<file path="src/rtl/alu_instr_issuer_if.sv">
// Host-side and pipeline-side signals of the ALU instruction issuer.
// The slave modport is the issuer; the master modport is whoever drives the host, pipeline and flush inputs.
interface alu_instr_issuer_if #(
  parameter int WIDTH = 8,
  parameter int DEPTH = 4
);
  localparam int IW = 2 * WIDTH + 2;
  localparam int CW = $clog2(DEPTH) + 1;

  logic             in_valid;
  logic             in_ready;
  logic [IW-1:0]    in_instr;
  logic             flush;
  logic             issue_valid;
  logic             issue_ready;
  logic [IW-1:0]    issue_instr;
  logic [WIDTH-1:0] result_in;
  logic             out_valid;
  logic [WIDTH-1:0] out_result;
  logic [1:0]       out_op;
  logic [7:0]       out_seq;
  logic [CW-1:0]    fifo_count;
  logic             busy;
  logic             done;

  modport master (
    output in_valid, in_instr, flush, issue_ready, result_in,
    input  in_ready, issue_valid, issue_instr, out_valid, out_result,
           out_op, out_seq, fifo_count, busy, done
  );

  modport slave (
    input  in_valid, in_instr, flush, issue_ready, result_in,
    output in_ready, issue_valid, issue_instr, out_valid, out_result,
           out_op, out_seq, fifo_count, busy, done
  );
endinterface

</file>
<file path="src/rtl/alu_instr_issuer.sv">
// Streams host instruction words through a small FIFO into the 4-stage ALU pipeline and
// tags each returning result with its opcode and issue sequence number.
module alu_instr_issuer #(
  parameter int WIDTH   = 8,
  parameter int DEPTH   = 4,
  parameter int LATENCY = 3
) (
  input logic               clk,
  input logic               reset,
  alu_instr_issuer_if.slave bus
);
  localparam int IW = 2 * WIDTH + 2;
  localparam int PW = $clog2(DEPTH);
  localparam int CW = PW + 1;

  typedef enum logic [1:0] {
    S_IDLE,
    S_ISSUE,
    S_DRAIN
  } state_t;

  typedef struct packed {
    logic       valid;
    logic [1:0] op;
    logic [7:0] seq;
  } trk_t;

  logic [IW-1:0]    r_mem [DEPTH];
  logic [PW-1:0]    r_wr_ptr;
  logic [PW-1:0]    r_rd_ptr;
  logic [CW-1:0]    r_count;
  logic [7:0]       r_seq;
  trk_t             r_trk [LATENCY];
  state_t           r_state;
  logic             r_busy;
  logic             r_done;
  logic             r_out_valid;
  logic [WIDTH-1:0] r_out_result;
  logic [1:0]       r_out_op;
  logic [7:0]       r_out_seq;

  logic             w_not_empty;
  logic             w_push;
  logic             w_pop;
  logic [1:0]       w_head_op;
  logic [CW-1:0]    w_count_nxt;
  logic             w_inflight_nxt;

  assign w_not_empty     = (r_count != '0);
  assign bus.in_ready    = (r_count < CW'(DEPTH));
  assign bus.issue_valid = w_not_empty && !bus.flush;
  // Gated so the bus reads zero while the FIFO is empty, including straight out of reset.
  assign bus.issue_instr = w_not_empty ? r_mem[r_rd_ptr] : '0;

  assign w_push    = bus.in_valid && bus.in_ready && !bus.flush;
  assign w_pop     = bus.issue_valid && bus.issue_ready;
  assign w_head_op = r_mem[r_rd_ptr][IW-1 -: 2];

  // NOTE: every variable written here gets a default first, otherwise synthesis infers a latch.
  always_comb begin
    w_count_nxt = r_count;
    if (bus.flush) begin
      w_count_nxt = '0;
    end else if (w_push && !w_pop) begin
      w_count_nxt = r_count + CW'(1);
    end else if (w_pop && !w_push) begin
      w_count_nxt = r_count - CW'(1);
    end
  end

  // Anything still owed a result after this edge: a new issue or a stage that will shift onward.
  always_comb begin
    w_inflight_nxt = w_pop;
    for (int i = 0; i < LATENCY - 1; i++) begin
      w_inflight_nxt = w_inflight_nxt | r_trk[i].valid;
    end
  end

  // NOTE: storage is deliberately not reset; the count and pointers alone define what is valid.
  always_ff @(posedge clk) begin
    if (w_push) begin
      r_mem[r_wr_ptr] <= bus.in_instr;
    end
  end

  // NOTE: sequential state uses non-blocking assignments so every register samples pre-edge values.
  always_ff @(posedge clk or negedge reset) begin
    if (!reset) begin
      r_wr_ptr <= '0;
      r_rd_ptr <= '0;
      r_count  <= '0;
      r_seq    <= '0;
    end else begin
      r_count <= w_count_nxt;
      if (bus.flush) begin
        r_rd_ptr <= r_wr_ptr;
      end else begin
        if (w_push) begin
          r_wr_ptr <= r_wr_ptr + PW'(1);
        end
        if (w_pop) begin
          r_rd_ptr <= r_rd_ptr + PW'(1);
          r_seq    <= r_seq + 8'd1;
        end
      end
    end
  end

  always_ff @(posedge clk or negedge reset) begin
    if (!reset) begin
      for (int i = 0; i < LATENCY; i++) begin
        r_trk[i] <= '0;
      end
      r_out_valid  <= 1'b0;
      r_out_result <= '0;
      r_out_op     <= '0;
      r_out_seq    <= '0;
    end else begin
      r_trk[0] <= '{valid: w_pop, op: w_head_op, seq: r_seq};
      for (int i = 1; i < LATENCY; i++) begin
        r_trk[i] <= r_trk[i-1];
      end
      r_out_valid <= r_trk[LATENCY-1].valid;
      if (r_trk[LATENCY-1].valid) begin
        r_out_result <= bus.result_in;
        r_out_op     <= r_trk[LATENCY-1].op;
        r_out_seq    <= r_trk[LATENCY-1].seq;
      end
    end
  end

  always_ff @(posedge clk or negedge reset) begin
    if (!reset) begin
      r_state <= S_IDLE;
      r_busy  <= 1'b0;
      r_done  <= 1'b0;
    end else begin
      r_done <= 1'b0;
      case (r_state)
        S_IDLE: begin
          if (w_not_empty) begin
            r_state <= S_ISSUE;
            r_busy  <= 1'b1;
          end
        end
        S_ISSUE: begin
          if (w_count_nxt == '0) begin
            if (w_inflight_nxt) begin
              r_state <= S_DRAIN;
            end else begin
              r_state <= S_IDLE;
              r_busy  <= 1'b0;
              r_done  <= 1'b1;
            end
          end
        end
        S_DRAIN: begin
          if (w_count_nxt != '0) begin
            r_state <= S_ISSUE;
          end else if (!w_inflight_nxt) begin
            r_state <= S_IDLE;
            r_busy  <= 1'b0;
            r_done  <= 1'b1;
          end
        end
        default: begin
          r_state <= S_IDLE;
          r_busy  <= 1'b0;
        end
      endcase
    end
  end

  assign bus.out_valid  = r_out_valid;
  assign bus.out_result = r_out_result;
  assign bus.out_op     = r_out_op;
  assign bus.out_seq    = r_out_seq;
  assign bus.fifo_count = r_count;
  assign bus.busy       = r_busy;
  assign bus.done       = r_done;
endmodule
</file>
<file path="src/flat_wrapper.sv">
// flat-port wrapper written by rule: the top's interface ports become plain ports
module alu_instr_issuer_flat 
#(
  parameter int WIDTH   = 8,
  parameter int DEPTH   = 4,
  parameter int LATENCY = 3
)
  (clk, reset, bus_in_valid, bus_in_instr, bus_flush, bus_issue_ready, bus_result_in, bus_in_ready, bus_issue_valid, bus_issue_instr, bus_out_valid, bus_out_result, bus_out_op, bus_out_seq, bus_fifo_count, bus_busy, bus_done);
  alu_instr_issuer_if #(.WIDTH(WIDTH), .DEPTH(DEPTH)) bus_i ();
  input logic clk;
  input logic reset;
  input wire logic [$bits(bus_i.in_valid)-1:0] bus_in_valid;
  input wire logic [$bits(bus_i.in_instr)-1:0] bus_in_instr;
  input wire logic [$bits(bus_i.flush)-1:0] bus_flush;
  input wire logic [$bits(bus_i.issue_ready)-1:0] bus_issue_ready;
  input wire logic [$bits(bus_i.result_in)-1:0] bus_result_in;
  output wire logic [$bits(bus_i.in_ready)-1:0] bus_in_ready;
  output wire logic [$bits(bus_i.issue_valid)-1:0] bus_issue_valid;
  output wire logic [$bits(bus_i.issue_instr)-1:0] bus_issue_instr;
  output wire logic [$bits(bus_i.out_valid)-1:0] bus_out_valid;
  output wire logic [$bits(bus_i.out_result)-1:0] bus_out_result;
  output wire logic [$bits(bus_i.out_op)-1:0] bus_out_op;
  output wire logic [$bits(bus_i.out_seq)-1:0] bus_out_seq;
  output wire logic [$bits(bus_i.fifo_count)-1:0] bus_fifo_count;
  output wire logic [$bits(bus_i.busy)-1:0] bus_busy;
  output wire logic [$bits(bus_i.done)-1:0] bus_done;
  assign bus_i.in_valid = bus_in_valid;
  assign bus_i.in_instr = bus_in_instr;
  assign bus_i.flush = bus_flush;
  assign bus_i.issue_ready = bus_issue_ready;
  assign bus_i.result_in = bus_result_in;
  assign bus_in_ready = bus_i.in_ready;
  assign bus_issue_valid = bus_i.issue_valid;
  assign bus_issue_instr = bus_i.issue_instr;
  assign bus_out_valid = bus_i.out_valid;
  assign bus_out_result = bus_i.out_result;
  assign bus_out_op = bus_i.out_op;
  assign bus_out_seq = bus_i.out_seq;
  assign bus_fifo_count = bus_i.fifo_count;
  assign bus_busy = bus_i.busy;
  assign bus_done = bus_i.done;
  alu_instr_issuer #(.WIDTH(WIDTH), .DEPTH(DEPTH), .LATENCY(LATENCY)) u_core (.clk(clk), .reset(reset), .bus(bus_i));
endmodule
</file>
<file path="config.mk">
export PLATFORM = sky130hd
export DESIGN_NAME = alu_instr_issuer_flat
export DESIGN_NICKNAME = d
export VERILOG_FILES = /design/src/rtl/alu_instr_issuer_if.sv /design/src/rtl/alu_instr_issuer.sv /design/src/flat_wrapper.sv
export SDC_FILE = /design/constraint.sdc
export NUM_CORES = 1
export LEC_CHECK = 0
export CORE_AREA = 2 2 108 121
export DETAILED_ROUTE_END_ITERATION = 10
export DIE_AREA = 0 0 110 123
export GPL_TIMING_DRIVEN = 1
export PLACE_DENSITY = 0.63
export SETUP_SLACK_MARGIN = 0.2
export SLEW_MARGIN = 30
export SYNTH_ARGS = -nofsm -noshare
export SYNTH_HDL_FRONTEND = slang
export SYNTH_SLANG_ARGS = --single-unit
</file>
<file path="constraint.sdc">
create_clock -name clk -period 3.83 [get_ports clk]
set_input_delay 0.766 -clock clk [delete_from_list [all_inputs] [get_ports clk]]
set_output_delay 0.766 -clock clk [all_outputs]
set_load 0.1 [all_outputs]
</file>
==> results of run 1 <==
worst register-to-register path: cells and delay by family (launching register included):
| kind | cells | cell delay, ns |
|---|---|---|
| and+or+nand+nor | 5 | 0.78 |
| buffers and inverters | 3 | 0.65 |
| AOI/OAI and AO/OA | 2 | 0.52 |
| DFF | 1 | 0.42 |
| adders and majority gates | 1 | 0.29 |
stage by stage:
step	hold slack [ns]	instance area [um2]
final	0.3452	7005
after floorplan	0.3312	5503
after CTS	0.3467	7005
after global routing	0.3519	7005
after detailed placement	0.3347	6414
after global placement	0.3317	6414
per-layer routing:
layer	up-vias	routed length, um	track usage [%]
met5	-	0	0
met4	0	161	6.646
met3	16	518	4.586
met2	74	4502	23.96
met1	1442	3865	18.68
li1	1294	-	-
kinds of logic after synthesis:
group,Yosys count,synth area share [%]
flip-flops,143,72.50
XOR/XNOR,8,1.290
buffers and inverters,18,1.336
multiplexers,40,12.11
AO/OA/AOI/OAI,20,3.455
AND/OR/NAND/NOR,57,6.541
adder cells (fa/ha/maj),12,2.764
layout make-up:
type | instances | area share, %
repair buffers | 82 | 10.68
clock buffers | 23 | 6.966
well taps | 157 | 2.804
clock inverters | 8 | 1.482
flip-flops and latches | 143 | 56.26
inverters | 9 | 0.4822
multi-input cells | 137 | 21.33
synth_stat cells (2+ instances only):
cell type	n
mux2i_1	2
nand4_1	2
mux2_2	10
a221o_1	3
mux4_2	18
nor2b_1	19
ha_1	12
xor2_1	2
clkbuf_1	6
o21ai_0	2
inv_1	8
nor2_1	8
mux2_4	2
nand2_1	7
nand3_1	3
edfxtp_1	72
and2_1	4
xnor2_1	6
mux2_1	8
dfrtp_1	71
a31oi_1	2
and3_1	2
final timing paths:
path | end | cells past startpoint
setup / recovery | bus_issue_instr[10] | 6
hold / removal | u_core.r_trk[12] | 0
setup reg to reg | u_core.r_state[0] | 11
hold reg to reg | u_core.r_trk[12] | 0
max in group asynchronous | u_core.r_trk[8] | 2
min in group asynchronous | u_core.r_state[0] | 1
sequential cells by signal, summed over array words and instances (netlist names):
name	count
u_core.r_wr_ptr	2
u_core.r_seq	8
u_core.r_mem	72
u_core.bus.busy	1
u_core.bus.out_op	2
u_core.r_state	2
u_core.r_rd_ptr	2
u_core.bus.out_result	8
u_core.bus.fifo_count	3
u_core.bus.out_valid	1
u_core.r_trk	33
u_core.bus.done	1
u_core.bus.out_seq	8
==> impl_results.md, run 1 <==
* Crit path max-delay family: buffers and inverters
* Worst setup margin at between 0.8 and 0.9 ns
* Vias in the first global route at between 2000 and 3000
* Syn_area_per_cell at around 18 um2
* Fin crit share at 78.08%
* Die H at roughly 120 um
* Top_reg_cell synth: edfxtp_1
* Ant diodes at 0
* Number of fill cells at approximately 990
* Tmin final at ~3.0 ns
* Placer Congestion at around 0.75
* Total grt overflow at 0
* Detail Placement HPWL at approximately 5700 um
* CTS Buf Count at 17
* Root Buffer: clkbuf_16
* Die area at 13530 um2
* Max_cap viols at 0
* Leading cell types in the layout, fill and taps excluded: edfxtp_1 (72), dfrtp_1 (69), clkdlybuf4s50_1 (54)
* Crit-path max cell delay at 0.42 ns
* Drt pass-1 iters at 4
* Largest area contributor in the netlist: edfxtp_1
* Async S/R FF share, synth at between 40% and 50%
* Share of cells above drive strength 1 at between 20% and 30%
* Hold Path Class: flip-flop to flip-flop
* Syn Inst Count at around 300
* DP Worst Slack at ~0.67 ns
* Distinct cells, synth at between 50 and 60
* Rel. slew slack at between 30% and 40%
* Area of the mapped netlist at about 5400 um2
* Worst hold start: u_core.r_trk[23]
* Total GRT Usage at 14.94%
* Commonest non-fill, non-tap cell in the layout: edfxtp_1
* Cells taking the most area after synthesis: edfxtp_1 (40%), dfrtp_1 (33%), mux4_2 (7.5%)
* Reg area at ~3900 um2
* Slew Viols, Final at 0
* Later-pin clock latency in the skew report at around 0.4 ns
* Max frequency at roughly 0.33 GHz
* Pin count of the biggest net entering global routing at 40
* Nets at 433
* Most used cell, CP: buf_4
* Vias per cell at just over 5
* Drt wl/cell at 16.19 um
* Synth warn at 0
* Hold_buf cts at 0
* #FFs+latches synth at 143
* Core area at about 12000 um2
* Outcome: finished clean
* 1st-iter DRT viols at between 100 and 150
* # H-tree levels at 4
* Crit path buf inv count at 3
* Crit path capture type: output port
* Post-route antenna net violation count at 0
* Arrival time at the worst endpoint at between 2 and 2.5 ns
* Final setup viols at 0
* RSZ-0062 raised after global routing: no
* WP data required at 3.06 ns
* Multi-input logic area at around 1500 um2
* Post-synth net total at 341
* Dpl cells at between 500 and 600
* CP Launch Point: u_core.bus.fifo_count[1]
* Final Non-Filler Cells at roughly 560
* Clock-pin slew on the worst setup and hold paths at roughly 0.05 ns
* Max clock buf depth at 2
* CP Launch Type: flip-flop
* CTS tree: yes
* Setup Skew at approximately 0.0054 ns
* Flop2flop setup slack at 1.06 ns
* Area grow syn2layout at 28.95%
* Slew @ Worst Pin at ~1 ns
* Post-CTS setup buffer count at 0
* Crit-path cells: inv_1 > ha_1 > nor2b_4 > buf_4 > nor2b_1 > buf_4
* # port buffers at 74
* DRC violations left at 0
* Post-CTS Resized at 0
* Initial Util at approximately 44%
* Setup tns final at 0 ns
* Die width at 110 um
* I/O Pins at 75
* Sink Count at 143
* Sequential area share after synthesis at approximately 73%
* Share of the synthesized area in the top cell type at about two fifths
* Maximum fanout along the worst path at 23
* Final wirelength at around 9000 um
* First-pass GRT wire length at approximately 15000 um
* Vias at around 2800
* Crit-path slowest cell: dfrtp_2
* Worst R2R Start: u_core.bus.fifo_count[1]
* Utilization after layout at 56.86%
* Number of flops mapped to enable cells by yosys at 72
* Endpoints failing hold at 0
* # rows at 43
* Initial antenna violation count at 0
* Crit path kind: flip-flop to output port
Power of run 1 is not shown: default switching activity piles up to over one toggle a cycle in this logic, so the estimate is an artifact.
==> run 2, diff against run 1 <==
PLACE_DENSITY = 0.65   (was 0.63)
clock period = 2.7 ns   (was 3.83 ns; I/O delays follow)
==> run 2 against run 1 <==
Effect of this change:
- non-clock buffer count up 7
- die area did not move
- clock skew grew 0.0034 ns
- sequential share of layout area down 3.4 points
- register-to-register slack got worse by 0.68 ns
- setup slack worse by 0.56 ns
- hold slack worse by 0.17 ns
- global-route usage rose by 0.44 points
==> impl_results.md, run 2 (synthesis results as in run 1) <==
* Post-CTS setup buffer count at 0 (unchanged)
* Later-pin clock latency in the skew report at 0.41 ns (about the same)
* Vias per cell at 5.048 (was 5.055)
* Total grt overflow at 0 (unchanged)
* I/O Pins at 75 (unchanged)
* Top reg by flops: u_core.r_mem (unchanged)
* CTS Buf Count at 17 (unchanged)
* Slew @ Worst Pin at 0.7284 ns (was 0.9778 ns)
* Total GRT Usage at 15.39% (was 14.94%)
* Crit path kind: flip-flop to output port (unchanged)
* Root Buffer: clkbuf_16 (unchanged)
* CTS tree: yes (unchanged)
* Sink Count at 143 (unchanged)
* Outcome: finished clean (unchanged)
* Pin count of the biggest net entering global routing at 32 (was 40)
* Setup tns final at 0 ns (unchanged)
* Die H at 123 um (unchanged)
* Number of fill cells at 918 (was 991)
* Tmin final at 2.425 ns
* Fin area at 7465 um2 (was 7005 um2)
* Share of cells above drive strength 1 at 38.05% (was 27.61%)
* Rel. slew slack at 51.44% (was 34.61%)
* Hold_buf cts at 0 (unchanged)
* DRC violations left at 0 (unchanged)
* Clock-pin slew on the worst setup and hold paths at 0.06 ns (was 0.05 ns)
* CP Launch Type: flip-flop (unchanged)
* Crit-path cells: inv_4 > ha_4 > nor2b_4 > buf_12 > nor2b_4 > buf_12 (was inv_1 > ha_1 > nor2b_4 > buf_4 > nor2b_1 > buf_4)
* Vias in the first global route at 3000 (was 2972)
* # H-tree levels at 4 (unchanged)
* Post-CTS Resized at 0 (unchanged)
* Final wirelength at 9709 um (was 9048 um)
* Worst reg2reg path depth at 9 (was 11)
* Commonest non-fill, non-tap cell in the layout: edfxtp_1 (unchanged)
* Initial Util at 44.09% (unchanged)
* Max clock buf depth at 2 (unchanged)
* Maximum fanout along the worst path at 11 (was 23)
* WP data required at 2.16 ns (was 3.06 ns)
* Top Registers: u_core.r_mem: 72 flops, u_core.r_trk: 33 flops (unchanged)
* Fin crit share at 89.81%
* 1st-iter DRT viols at 97 (was 111)
* Hold Path Class: input pin to asynchronous set/reset pin (was flip-flop to flip-flop)
* Crit-path slowest cell: dfrtp_4 (was dfrtp_2)
* Detail Placement HPWL at 6090 um (was 5680 um)
* Placer Congestion at 0.7607 (was 0.7463)
* Slew Viols, Final at 0 (unchanged)
* Final setup viols at 0 (unchanged)
* Nets at 440 (was 433)
* Max frequency at ~0.41 GHz
* Leading cell types in the layout, fill and taps excluded: edfxtp_1 (72), dfrtp_1 (68), buf_4 (32) (was edfxtp_1 (72), dfrtp_1 (69), clkdlybuf4s50_1 (54))
* Max FFs per register at 72 (unchanged)
* Endpoints failing hold at 0 (unchanged)
* Max_cap viols at 0 (unchanged)
* Crit path capture type: output port (unchanged)
* Initial antenna violation count at 0 (unchanged)
* Vias at 2862 (was 2826)
* RSZ-0062 raised after global routing: no (unchanged)
* # port buffers at 74 (unchanged)
* Crit-path max cell delay at 0.51 ns (was 0.42 ns)
* Ant diodes at 0 (unchanged)
* First-pass GRT wire length at 15160 um (was 14790 um)
* Core area at 12320 um2 (unchanged)
* Post-route antenna net violation count at 0 (unchanged)
* Area grow syn2layout at 37.40% (was 28.95%)
* Drt wl/cell at 17.12 um (was 16.19 um)
* # rows at 43 (unchanged)
* Die width at 110 um (unchanged)
* Arrival time at the worst endpoint at 1.88 ns (was 2.22 ns)
* Setup Skew at 0.008791 ns (was 0.005421 ns)
* Placed Instance Area at 6824 um2 (was 6414 um2)
* Drt pass-1 iters at 4 (unchanged)
* Die area at 13530 um2 (unchanged)
==> run 2: cell type report <==
type | count | area [um2] | area share (%)
Sequential cell | 143 | 3948 | 52.88
Multi-Input combinational cell | 137 | 1582 | 21.19
Timing Repair Buffer | 89 | 1081 | 14.48
Clock buffer | 24 | 514.2 | 6.889
Tap cell | 157 | 196.4 | 2.632
Clock inverter | 8 | 101.3 | 1.358
Inverter | 9 | 42.54 | 0.5699
==> run 2: final timing paths <==
| kind | from | end | slack [ns] |
|---|---|---|---|
| max | u_core.bus.fifo_count[0] | bus_issue_instr[14] | 0.28 |
| min in group clk | u_core.r_trk[14] | u_core.r_trk[3] | 0.34 |
| min | reset | u_core.bus.fifo_count[0] | 0.17 |
| max reg2reg | u_core.bus.fifo_count[0] | u_core.bus.busy | 0.38 |
| max in group asynchronous | reset | u_core.r_trk[32] | 1.85 |
| min reg2reg | u_core.r_trk[14] | u_core.r_trk[3] | 0.34 |
==> run 2: layer usage <==
| metal | track usage [%] | vias up | part of all wire [%] |
|---|---|---|---|
| li1 | - | 1314 | - |
| met1 | 18.43 | 1454 | 42 |
| met2 | 25.92 | 81 | 51 |
| met3 | 5.430 | 13 | 5.6 |
| met4 | 4.984 | 0 | 1.1 |
| met5 | 0 | - | 0 |
==> run 2: critical path: cells and delay by family, from the launching register on <==
family / cells / cell delay [ns]
flops: 1 / 0.51
buf+inv: 3 / 0.47
simple gates: 2 / 0.32
fa+ha+maj: 1 / 0.16
==> run 2: per-stage QoR <==
stage | hold WS (ns) | worst slack (ns) | cells | utilization, %
3_5_place_dp | 0.3347 | 0.01332 | 534 | 55.39
3_3_place_gp | 0.3317 | 0.07187 | 534 | 55.39
6_report | 0.1736 | 0.2751 | 567 | 60.59
5_1_grt | 0.2175 | 0.2142 | 567 | 60.59
4_1_cts | 0.1853 | 0.2168 | 566 | 60.38
2_1_floorplan | 0.2444 | 0.2059 | 298 | -
Power of run 2 is left out for the same reason.
==> run 3, diff against run 2 <==
CTS_BUF_LIST = sky130_fd_sc_hd__clkbuf_2 sky130_fd_sc_hd__clkbuf_4 sky130_fd_sc_hd__clkbuf_8   (was default)
==> run 3 against run 2 <==
Effect of this change:
- hold slack lost 0.024 ns
- global-route usage shrank 0.31 points
- setup slack gained 0.0066 ns
- cell count grew 0.35%
- count of clock-buffer cells in the layout shrank 2
- via count shrank 0.70%
- wire length shrank 1.3%
- non-clock buffer count grew 2
- cell area shrank 1.8%
- flip-flop and latch count is the same
- first-iteration DRC count shrank 35%
- clock skew grew 0.0018 ns
==> impl_results.md, run 3 (synthesis results as in run 1) <==
* Dpl cells at 534 (unchanged)
* Share of cells above drive strength 1 at 39.32% (was 38.05%)
* Area grow syn2layout at 34.89% (was 37.40%)
* Hold_buf cts at 0 (unchanged)
* FF-to-FF End: u_core.r_state[0] (was u_core.bus.busy)
* Die width at 110 um (unchanged)
* Leading cell types in the layout, fill and taps excluded: edfxtp_1 (72), dfrtp_1 (67), buf_4 (33) (was edfxtp_1 (72), dfrtp_1 (68), buf_4 (32))
* Initial Util at 44.09% (unchanged)
* CTS tree: yes (unchanged)
* Outcome: finished clean (unchanged)
* Top reg by flops: u_core.r_mem (unchanged)
* WP data required at 2.16 ns (about the same)
* Final setup viols at 0 (unchanged)
* Worst hold slack at 0.1491 ns (was 0.1736 ns)
* Final Non-Filler Cells at 569 (was 567)
* Core area at 12320 um2 (unchanged)
* Flop2flop setup slack at 0.37 ns (was 0.38 ns)
* Endpoints failing hold at 0 (unchanged)
* Rel. slew slack at 50.84% (was 51.44%)
* 1st-iter DRT viols at 63 (was 97)
* Setup Skew at 0.01055 ns (was 0.008791 ns)
* Vias per cell at 4.995 (was 5.048)
* # port buffers at 74 (unchanged)
* Sink Count at 143 (unchanged)
* Met3 WL at 541 um (was 547 um)
* Vias in the first global route at 2974 (was 3000)
* Worst reg2reg path depth at 11 (was 9)
* Die H at 123 um (unchanged)
* Maximum fanout along the worst path at 11 (unchanged)
* Post-route antenna net violation count at 0 (unchanged)
* Clock-pin slew on the worst setup and hold paths at 0.07 ns (was 0.06 ns)
* Nets at 442 (was 440)
* Met2 wire len at 4763 um (was 4957 um)
* Slew @ Worst Pin at 0.7374 ns (was 0.7284 ns)
* Max_cap viols at 0 (unchanged)
* Hold Path Class: input pin to asynchronous set/reset pin (unchanged)
* DRT met1 WL at 4156 um (was 4093 um)
* Tmin final at 2.418 ns (was 2.425 ns)
* RSZ-0062 raised after global routing: no (unchanged)
* Pin count of the biggest net entering global routing at 32 (unchanged)
* Slew Viols, Final at 0 (unchanged)
* Crit path kind: flip-flop to output port (unchanged)
* Top sig layer: met4 (unchanged)
* Max clock buf depth at 2 (unchanged)
* Commonest non-fill, non-tap cell in the layout: edfxtp_1 (unchanged)
* Later-pin clock latency in the skew report at 0.43 ns (was 0.41 ns)
* Max FFs per register at 72 (unchanged)
* Top Registers: u_core.r_mem: 72 flops, u_core.r_trk: 33 flops (unchanged)
* Ant diodes at 0 (unchanged)
* # H-tree levels at 4 (unchanged)
* Fin crit share at 89.57% (was 89.81%)
* Drt wl/cell at 16.84 um (was 17.12 um)
* Total grt overflow at 0 (unchanged)
* Final wirelength at 9580 um (was 9709 um)
* Total GRT Usage at 15.08% (was 15.39%)
* Worst R2R Start: u_core.bus.fifo_count[0] (unchanged)
* Vias at 2842 (was 2862)
* Die area at 13530 um2 (unchanged)
* I/O Pins at 75 (unchanged)
* # rows at 43 (unchanged)
* CP Launch Type: flip-flop (unchanged)
* Placer Congestion at 0.7607 (unchanged)
* DRC violations left at 0 (unchanged)
* Initial antenna violation count at 0 (unchanged)
* First-pass GRT wire length at 14900 um (was 15160 um)
* Setup tns final at 0 ns (unchanged)
* Detail Placement HPWL at 6090 um (unchanged)
* Crit path capture type: output port (unchanged)
* Arrival time at the worst endpoint at 1.88 ns (about the same)
* Max frequency at 0.4135 GHz (was 0.4124 GHz)
* Root Buffer: clkbuf_8 (was clkbuf_16)
* CTS Buf Count at 17 (unchanged)
* Drt pass-1 iters at 4 (unchanged)
## run 3: what timing repair did
| action | CTS | global route |
|---|---|---|
| buffers inserted | 0 | 1 |
| endpoints found under the hold margin | 0 | 0 |
| endpoints found under the setup margin | 18 | 18 |
| gates resized for setup | 0 | 1 |
| cloned | 0 | 2 |
## run 3: worst max-delay path by stage
| stage | from | slack (ns) | cells past startpoint | end |
|---|---|---|---|---|
| final | u_core.r_rd_ptr[0] | 0.28 | 4 | bus_issue_instr[17] |
| after global routing | u_core.r_rd_ptr[0] | 0.20 | 4 | bus_issue_instr[16] |
| after CTS | u_core.bus.fifo_count[0] | 0.18 | 6 | bus_issue_instr[14] |
| after detailed placement | bus_in_valid | 0.01 | 8 | u_core.bus.busy |
| after global placement | bus_in_valid | 0.07 | 7 | u_core.r_state[1] |
| after floorplan | u_core.bus.fifo_count[1] | 0.21 | 6 | bus_issue_instr[0] |
## run 3: routing by layer
metal	track usage, %	up-vias
li1	-	1315
met1	18.56	1431
met2	24.73	83
met3	5.113	13
met4	5.459	0
met5	0	-
## run 3: per-stage QoR
stage               util [%]  area (um2)  setup slack [ns]
CTS                    59.00        7269            0.1764
finish                 59.48        7328            0.2817
detailed placement     55.39        6824           0.01332
global route           59.48        7328            0.2003
floorplan                  -        5642            0.2059
global placement       55.39        6824           0.07187
## run 3: cell type report
type                            count  area [um2]
Inverter                            9       42.54
Clock buffer                       22       284.0
Sequential cell                   143        3949
Tap cell                          157       196.4
Clock inverter                     10       161.4
Timing Repair Buffer               91        1114
Fill cell                         945        4992
Multi-Input combinational cell    137        1582
## run 3: critical path, stage by stage (launching register included)
cell	delay, ns
dfrtp_2	0.42
buf_12	0.18
mux4_2	0.53
nor2b_4	0.15
buf_12	0.16
Power of run 3 is left out for the same reason.
